**config.mk**
```make
export PLATFORM = sky130hd
export DESIGN_NAME = icache_ro_nway
export DESIGN_NICKNAME = d
export VERILOG_FILES = /design/src/rtl/icache_ro_nway.sv
export SDC_FILE = /design/constraint.sdc
export NUM_CORES = 2
export LEC_CHECK = 0
export BUFFER_PORTS_ARGS = -buffer_cell sky130_fd_sc_hd__buf_2
export CORE_ASPECT_RATIO = 0.9
export CORE_MARGIN = 2
export CORE_UTILIZATION = 55
export CTS_CLUSTER_DIAMETER = 150
export DETAILED_ROUTE_END_ITERATION = 8
export PLACE_DENSITY = 0.69
export SLEW_MARGIN = 5
export SYNTH_ARGS = -nofsm -noshare
export SYNTH_HDL_FRONTEND = slang
export SYNTH_SLANG_ARGS = --single-unit
```
**constraint.sdc**
```tcl
create_clock -name clk -period 12.48 [get_ports clk]
set_input_delay 0 -clock clk [delete_from_list [all_inputs] [get_ports clk]]
set_output_delay 0 -clock clk [all_outputs]
set_load 0.01 [all_outputs]
```
**src/rtl/icache_ro_nway.sv**
```systemverilog
// icache_ro_nway: parametrised read-only N-way set-associative instruction cache
// with true-LRU replacement, RVC halfword fetches (including block straddles)
// and saturating access / miss counters.
//
// Ports
//   clk, proc_reset           clock, synchronous active-high reset
//   proc_read/addr/pcadd      fetch request: 30-bit word address, halfword select
//   proc_rdata, proc_stall    fetched instruction bits, request-not-serviced flag
//   mem_read/addr             block read request to instruction memory (28-bit block addr)
//   mem_write, mem_wdata      unused write channel, tied to 0
//   mem_rdata, mem_ready      returned 128-bit block and its one-cycle strobe
//   acc_cnt, miss_cnt         completed fetches / block fills started (saturating)
//
// Handshake: a fetch is accepted in the cycle where proc_read=1 and proc_stall=0;
// while proc_stall=1 the requester holds proc_addr/proc_pcadd stable. A fill is
// requested by holding mem_read=1 with a stable mem_addr until a single-cycle
// mem_ready=1 returns the block; mem_ready in any other state is ignored.
module icache_ro_nway #(
  parameter int WAYS = 4,
  parameter int SETS = 4
) (
  input  logic         clk,
  input  logic         proc_reset,
  input  logic         proc_read,
  input  logic [29:0]  proc_addr,
  input  logic         proc_pcadd,
  output logic [31:0]  proc_rdata,
  output logic         proc_stall,
  output logic         mem_read,
  output logic         mem_write,
  output logic [27:0]  mem_addr,
  output logic [127:0] mem_wdata,
  input  logic [127:0] mem_rdata,
  input  logic         mem_ready,
  output logic [31:0]  acc_cnt,
  output logic [31:0]  miss_cnt
);

  localparam int IW = $clog2(SETS);
  localparam int TW = 28 - IW;
  localparam int AW = $clog2(WAYS);

  typedef enum logic [1:0] {IDLE, FETCH, REFILL_DONE} state_t;

  typedef logic [WAYS-1:0][AW-1:0] ages_t;

  state_t state_q;

  logic [127:0]    data_q  [WAYS][SETS];
  logic [TW-1:0]   tag_q   [WAYS][SETS];
  logic [WAYS-1:0] valid_q [SETS];
  ages_t           age_q   [SETS];

  // Touch way h: every way younger than h ages by one, h becomes the youngest.
  function automatic ages_t lru_touch(input ages_t ages, input logic [AW-1:0] h);
    ages_t r;
    r = ages;
    for (int w = 0; w < WAYS; w++) begin
      if (ages[w] < ages[h]) r[w] = ages[w] + AW'(1);
    end
    r[h] = '0;
    return r;
  endfunction

  // Lookup. L1 is only consulted on a straddle (offset 3), so it is simply the
  // next block, wrapping naturally at the top of the 28-bit block space.
  logic [1:0]    off;
  logic [27:0]   blk0, blk1;
  logic [IW-1:0] idx0, idx1;
  logic [TW-1:0] tag0, tag1;
  logic          straddle;

  assign off      = proc_addr[1:0];
  assign blk0     = proc_addr[29:2];
  assign blk1     = blk0 + 28'd1;
  assign idx0     = blk0[IW-1:0];
  assign idx1     = blk1[IW-1:0];
  assign tag0     = blk0[27:IW];
  assign tag1     = blk1[27:IW];
  assign straddle = proc_pcadd && (off == 2'd3);

  logic          hit0, hit1, lookup_hit;
  logic [AW-1:0] way0, way1;

  always_comb begin
    hit0 = 1'b0;
    hit1 = 1'b0;
    way0 = '0;
    way1 = '0;
    for (int w = 0; w < WAYS; w++) begin
      if (!hit0 && valid_q[idx0][w] && (tag_q[w][idx0] == tag0)) begin
        hit0 = 1'b1;
        way0 = AW'(w);
      end
      if (!hit1 && valid_q[idx1][w] && (tag_q[w][idx1] == tag1)) begin
        hit1 = 1'b1;
        way1 = AW'(w);
      end
    end
  end

  assign lookup_hit = hit0 && (!straddle || hit1);

  // Read data: low word at offset, high halfword from the next word (or from
  // word 0 of L1 when the fetch straddles).
  logic [127:0] line0, line1;
  logic [1:0]   off_n;
  logic [31:0]  w_lo, w_hi;

  assign line0 = data_q[way0][idx0];
  assign line1 = data_q[way1][idx1];
  assign off_n = off + 2'd1;

  always_comb begin
    w_lo = line0[{off, 5'd0} +: 32];
    w_hi = straddle ? line1[31:0] : line0[{off_n, 5'd0} +: 32];
    proc_rdata = proc_pcadd ? {w_hi[15:0], w_lo[31:16]} : w_lo;
  end

  assign proc_stall = (state_q != IDLE) || (proc_read && !lookup_hit);
  assign mem_write  = 1'b0;
  assign mem_wdata  = '0;

  // The fill target is held in mem_addr for the whole FETCH state, so the set
  // and tag being filled come straight from it.
  logic [IW-1:0] fill_idx;
  logic [TW-1:0] fill_tag;
  logic [AW-1:0] victim;
  logic          free_found;
  logic          fill_we;

  assign fill_idx = mem_addr[IW-1:0];
  assign fill_tag = mem_addr[27:IW];
  assign fill_we  = (state_q == FETCH) && mem_ready && !proc_reset;

  always_comb begin
    victim     = '0;
    free_found = 1'b0;
    for (int w = 0; w < WAYS; w++) begin
      if (!free_found && !valid_q[fill_idx][w]) begin
        free_found = 1'b1;
        victim     = AW'(w);
      end
    end
    if (!free_found) begin
      for (int w = 0; w < WAYS; w++) begin
        if (age_q[fill_idx][w] == AW'(WAYS - 1)) victim = AW'(w);
      end
    end
  end

  // Line storage carries no reset; valid bits guard it.
  always_ff @(posedge clk) begin
    if (fill_we) begin
      data_q[victim][fill_idx] <= mem_rdata;
      tag_q[victim][fill_idx]  <= fill_tag;
    end
  end

  always_ff @(posedge clk) begin
    if (proc_reset) begin
      state_q  <= IDLE;
      mem_read <= 1'b0;
      mem_addr <= '0;
      acc_cnt  <= '0;
      miss_cnt <= '0;
      for (int s = 0; s < SETS; s++) begin
        valid_q[s] <= '0;
        for (int w = 0; w < WAYS; w++) age_q[s][w] <= AW'(w);
      end
    end else begin
      case (state_q)
        IDLE: begin
          if (proc_read) begin
            if (lookup_hit) begin
              age_q[idx0] <= lru_touch(age_q[idx0], way0);
              if (straddle) age_q[idx1] <= lru_touch(age_q[idx1], way1);
              if (acc_cnt != 32'hFFFF_FFFF) acc_cnt <= acc_cnt + 32'd1;
            end else begin
              state_q  <= FETCH;
              mem_read <= 1'b1;
              mem_addr <= hit0 ? blk1 : blk0;
              if (miss_cnt != 32'hFFFF_FFFF) miss_cnt <= miss_cnt + 32'd1;
            end
          end
        end
        FETCH: begin
          if (mem_ready) begin
            valid_q[fill_idx][victim] <= 1'b1;
            age_q[fill_idx]           <= lru_touch(age_q[fill_idx], victim);
            mem_read                  <= 1'b0;
            state_q                   <= REFILL_DONE;
          end
        end
        REFILL_DONE: state_q <= IDLE;
        default:     state_q <= IDLE;
      endcase
    end
  end

endmodule

```
=== After elaboration in Yosys (flattened, before gate mapping) ===
Memories as Yosys holds them, arrays and structs flattened. A register that Yosys moved wholly into a read port is not among the register bits.
Index checks and enable logic that the tools add are counted.

* Register bits after elaboration: 95
* Bits in latches: 0
* Memory bits (writable): 2512
* Bits in read-only memories: 0
* Input bits: 163
* Output and inout port bits: 255
* Word-level logic and storage cells: 314
* Memories: 4

* Add/subtract/negate cells: 16
* Multiply operators: 0
* Div/mod/pow operators: 0
* $lt $le $gt $ge: 22
* Equal/unequal tests: 19
* Shift operators: 2
* Multiplexer cells: 182
* Bitwise logic cells: 10
* Reduce and logical (&&, ||, !) cells: 54

{| class="wikitable"
|+ Memories
! name !! depth !! bits a word !! read ports !! clocked after memory_dff !! write ports !! RTL line !! text
|-
| data_q || 4 || 512 || 2 || 0 || 1 || 49 || <nowiki>logic [127:0] data_q [WAYS][SETS];</nowiki>
|-
| tag_q || 4 || 104 || 4 || 0 || 1 || 50 || <nowiki>logic [TW-1:0] tag_q [WAYS][SETS];</nowiki>
|-
| age_q || 4 || 8 || 3 || 1 || 4 || 52 || <nowiki>ages_t age_q [SETS];</nowiki>
|-
| valid_q || 4 || 4 || 3 || 1 || 4 || 51 || <nowiki>logic [WAYS-1:0] valid_q [SETS];</nowiki>
|}

{| class="wikitable"
|+ Operators with widths
! cell !! count
|-
| $bmux 128 s2 || 2
|-
| $mux 512 || 1
|-
| $mux 26 || 17
|-
| $bmux 26 s2 || 8
|-
| $mux 128 || 3
|-
| $demux 128 s2 || 1
|-
| $eq 26x26->1 || 8
|-
| $mux 2 || 88
|-
| $shiftx 128x8->16 || 1
|-
| $shiftx 128x8->32 || 1
|-
| $mux 104 || 1
|-
| $add 32x1->32 const B || 2
|-
| $ne 32x32->1 const B || 2
|-
| $demux 26 s2 || 1
|-
| $mux 16 || 3
|-
| $mux 1 || 40
|-
| $mux 32 || 1
|-
| $add 28x1->28 const B || 1
|-
| $mux 28 || 1
|-
| $add 2x1->2 const B || 13
|-
| $logic_and 1x1->1 || 26
|-
| $and 8x8->8 || 3
|-
| $lt 2x2->1 || 12
|-
| $mux 8 || 3
|-
| 24 further kinds || 66
|}

=== Longest topological paths before layout ===
* Depth in word-level cells: 31
* Mapped depth: 36
* Mapped depth without buffers: 19

=== Worst setup path after synthesis ===
Ideal clock, no wire load.

* Kind: register to register
* Start: register (tool-made name)
* End: memory data_q[1][256] in the netlist's numbering, enable pin
* Library setup time: 0.670 ns
* Data arrival time: 9.449 ns
* Required time: 11.809 ns
* Slack: 2.361 ns
* Cell stages (with the launch flop): 9
* Path buffers: 2
* Period minus slack after synthesis: 10.119 ns
* Cells stage by stage: dfxtp_1 -> buf_1 -> mux4_2 -> ha_1 -> nand2b_1 -> o311ai_1 -> nand3_1 -> clkbuf_1 -> nor2_1

{| class="wikitable"
|+ RTL lines
! what !! RTL line
|-
| to (decl) || 49
|}

==> results.json <==
{
  "post_cts_buffers": 0,
  "dr.pass1.iters": 9,
  "min-delay-start": "mem_rdata[88]",
  "grt_max_degree": 118,
  "path_buf_inv": 3,
  "p_switching_mw": 4.421,
  "power_frac_clock": 0.417,
  "grt_usage": 0.3962,
  "period_minus_slack_ns": 9.556,
  "p_sw_frac": 0.2318,
  "synth_top_family_by_area": "compound AO/OA/AOI/OAI gates",
  "dp_hpwl_um": 251000,
  "synth-seq-cells": 2609,
  "drv_slew": 0,
  "finalSetupViolCount": 0,
  "cp_top_family": "compound AO/OA/AOI/OAI gates",
  "gp_congestion": 1.007,
  "start_util": 0.5524,
  "cp-start-kind": "flip-flop",
  "seqPwrFrac": 0.509,
  "synth_adder_area_share": 0.002610,
  "synth_edf_count": 2512,
  "worst-endpoint-arrival_ns": 9.56,
  "p_int_mw": 14.65,
  "synth_area_per_cell_um2": 14.32,
  "worstPathCellList": "mux4_2 > xnor2_1 > nand3_1 > nor4b_2 > nand3_1 > nor2_4 > buf_4 > a31o_4 > buf_12 > nand2_1 > and3_1 > o41ai_1 > a21oi_1 > mux2i_1 > buf_2",
  "routed_wirelength_um": 430800,
  "clock.fmax_ghz": 0.1046,
  "root_buffer": "clkbuf_16",
  "post-route-period-util": 0.7657,
  "synthesis.area_um2": 115100,
  "post-route-util": 0.6238,
  "clock_latency_ns": 0.97,
  "path_max_fanout": 117,
  "worstSetupPathType": "flip-flop to output port",
  "cts_max_level": 5,
  "die-height_um": 437.9,
  "slew_headroom": 0.01224,
  "drive_gt1_frac": 0.1378,
  "grt_pass1_vias": 78045,
  "netlist.area_leader.share": 0.6555,
  "synth_compound_area_frac": 0.1286,
  "dieWidth_um": 486.1,
  "cp-end-kind": "output port",
  "routedWlPerCell_um": 37.72,
  "r2r_cells": 20,
  "final_cell_mix": "edfxtp_1, nand2_1, a21oi_1, nand3_1, a221oi_1",
  "violations": "capacitance limit",
  "rsz0062_at_grt": "false",
  "yosys_warnings": 0,
  "grt_pass1_wl_um": 598300,
  "synth_cell_types": 105,
  "cap_violations": 1,
  "ir_worst_vdd_uv": 132.3,
  "synth_area_leaders": "edfxtp_1, mux4_2, a221oi_1",
  "comb_power_share": 0.074,
  "antenna_found_initial": 55,
  "ys_seq_area_frac": 0.6724,
  "drc": 0,
  "die_area_um2": 212900,
  "hold_viol_final": 0,
  "synth-main-ff-cell": "edfxtp_1",
  "grt-ovfl-total": 0,
  "synth_top_cell_by_area": "edfxtp_1",
  "io-pin-count": 418,
  "synth.mux.area_fraction": 0.05325,
  "r2r_end": "age_q[0][1]",
  "worst_pin_slew_ns": 1.463,
  "fin_worst_skew_ns": 0.06772,
  "cts_buffers": 287,
  "cts_tree": "done",
  "slowest_stage": "o41ai_1",
  "path_clk_slew_ns": 0.06,
  "clockBufferDepth": 4,
  "area_growth_syn_to_layout_pct": 12.92,
  "final_antenna_net_count": 0,
  "outcome": "finished, violations left",
  "synth_cells": 8035,
  "hold_class": "input pin to flip-flop",
  "core_area_um2": 208300,
  "min_to": "data_q[3][472]",
  "r2r_setup_slack_ns": 5.17,
  "hold_depth": 2,
  "p_leak_nw": 42.41,
  "clkSinkCount": 2609,
  "synth_simple_gate_area_frac": 0.08097,
  "vias_per_cell": 7.356,
  "final_nets": 8659,
  "cpMostUsedCell": "nand3_1",
  "setup_tns_ns": 0,
  "async_flop_share": 0,
  "slowest_delay_ns": 1.25,
  "rows": 159,
  "synth_xor_area_frac": 0.02716,
  "layout_commonest_cell": "edfxtp_1",
  "required_ns": 12.48,
  "pwr_density_cell_nw_per_um2": 146.8,
  "vias": 84028,
  "portBuffers": 288,
  "r2r-start": "tag_q[0][17]",
  "drt_iter0_markers": 15183
}
sequential cells by signal, indices dropped and copies added (netlist names), named ones only:
register  cells
state_q       2
age_q        32
mem_addr     28
mem_read      1
valid_q      16
data_q     2048
tag_q       416
miss_cnt     32
acc_cnt      32
metrics by stage:
stage                     hold WS, ns  instances  setup slack, ns  total power, mW  cell area, um^2
final                         0.03181      11423            2.924            19.07           129900
after global routing          0.01574      11405            3.074            19.44           129900
after CTS                   0.0004209      11395            3.844            19.00           129900
after detailed placement       0.3068      10684            4.212            11.16           119000
after global placement         0.3047      10683            3.962            11.14           119000
after floorplan               0.09887       8163            2.361            10.60           115600
final cells by class:
class | count | area, um^2
multi-input cells | 4761 | 34580
inverters | 103 | 394.1
fillers | 15104 | 78360
flip-flops and latches | 2609 | 77370
clock buffers | 364 | 7647
clock inverters | 111 | 857.1
repair buffers | 710 | 5585
well taps | 2737 | 3425
diodes | 28 | 70.07
power by group through the flow:
stage	clock network (mW)	registers (mW)	logic, mW
after floorplan	0	9.88	0.727
after global placement	0	9.89	1.25
after CTS	7.95	9.71	1.35
final	7.95	9.71	1.41
after detailed placement	0	9.89	1.27
after global routing	8.29	9.71	1.44
cells by family after synthesis:
kind of cell,Yosys count
mux,364
flops,2609
simple gates,1900
compound gates,2032
buf+inv,793
fa+ha+maj,24
other cells,1
xor+xnor,312
repair_timing:
| action | CTS | global route |
|---|---|---|
| endpoints found under the setup margin | 0 | 0 |
| hold endpoints to repair | 2132 | 0 |
| hold buffers | 236 | 0 |
| gates resized for setup | 0 | 0 |
worst max-delay path by stage:
stage	startpoint	endpoint	cells after the start
final	tag_q[0][17]	proc_rdata[3]	15
after global placement	proc_addr[2]	proc_rdata[22]	18
after detailed placement	proc_addr[2]	proc_rdata[3]	17
after CTS	tag_q[0][17]	proc_rdata[3]	15
after global routing	tag_q[0][17]	proc_rdata[3]	15
after floorplan	flip-flop	data_q[1][256]	8
per-layer routing:
layer  share of wire  track usage  vias up
li1                -            -    32849
met4           0.064       0.2029       40
met2            0.42       0.5686     7805
met1            0.35       0.5395    41750
met3            0.16       0.1339     1584
met5         0.00062            0        -
cells in the mapped netlist (all sizes together) (24+ instances only):
cell,count
ha,24
and2,40
o21ai,219
a21o,83
a22oi,165
xnor2,206
or3,43
a221oi,317
a211o,37
inv,100
xor2,78
a31oi,27
a211oi,96
o22ai,61
nor4,48
nor2,291
a221o,179
mux4,196
a22o,29
o21a,28
dfxtp,97
mux2i,143
o211ai,46
mux2,25
nand2b,42
xnor3,28
a222oi,28
edfxtp,2512
a21oi,466
nand2,632
nand4,83
clkbuf,274
and3,78
o2111ai,27
buf,416
nor3,96
nand3,395
Note: power is estimated with default switching activity, not from simulation.
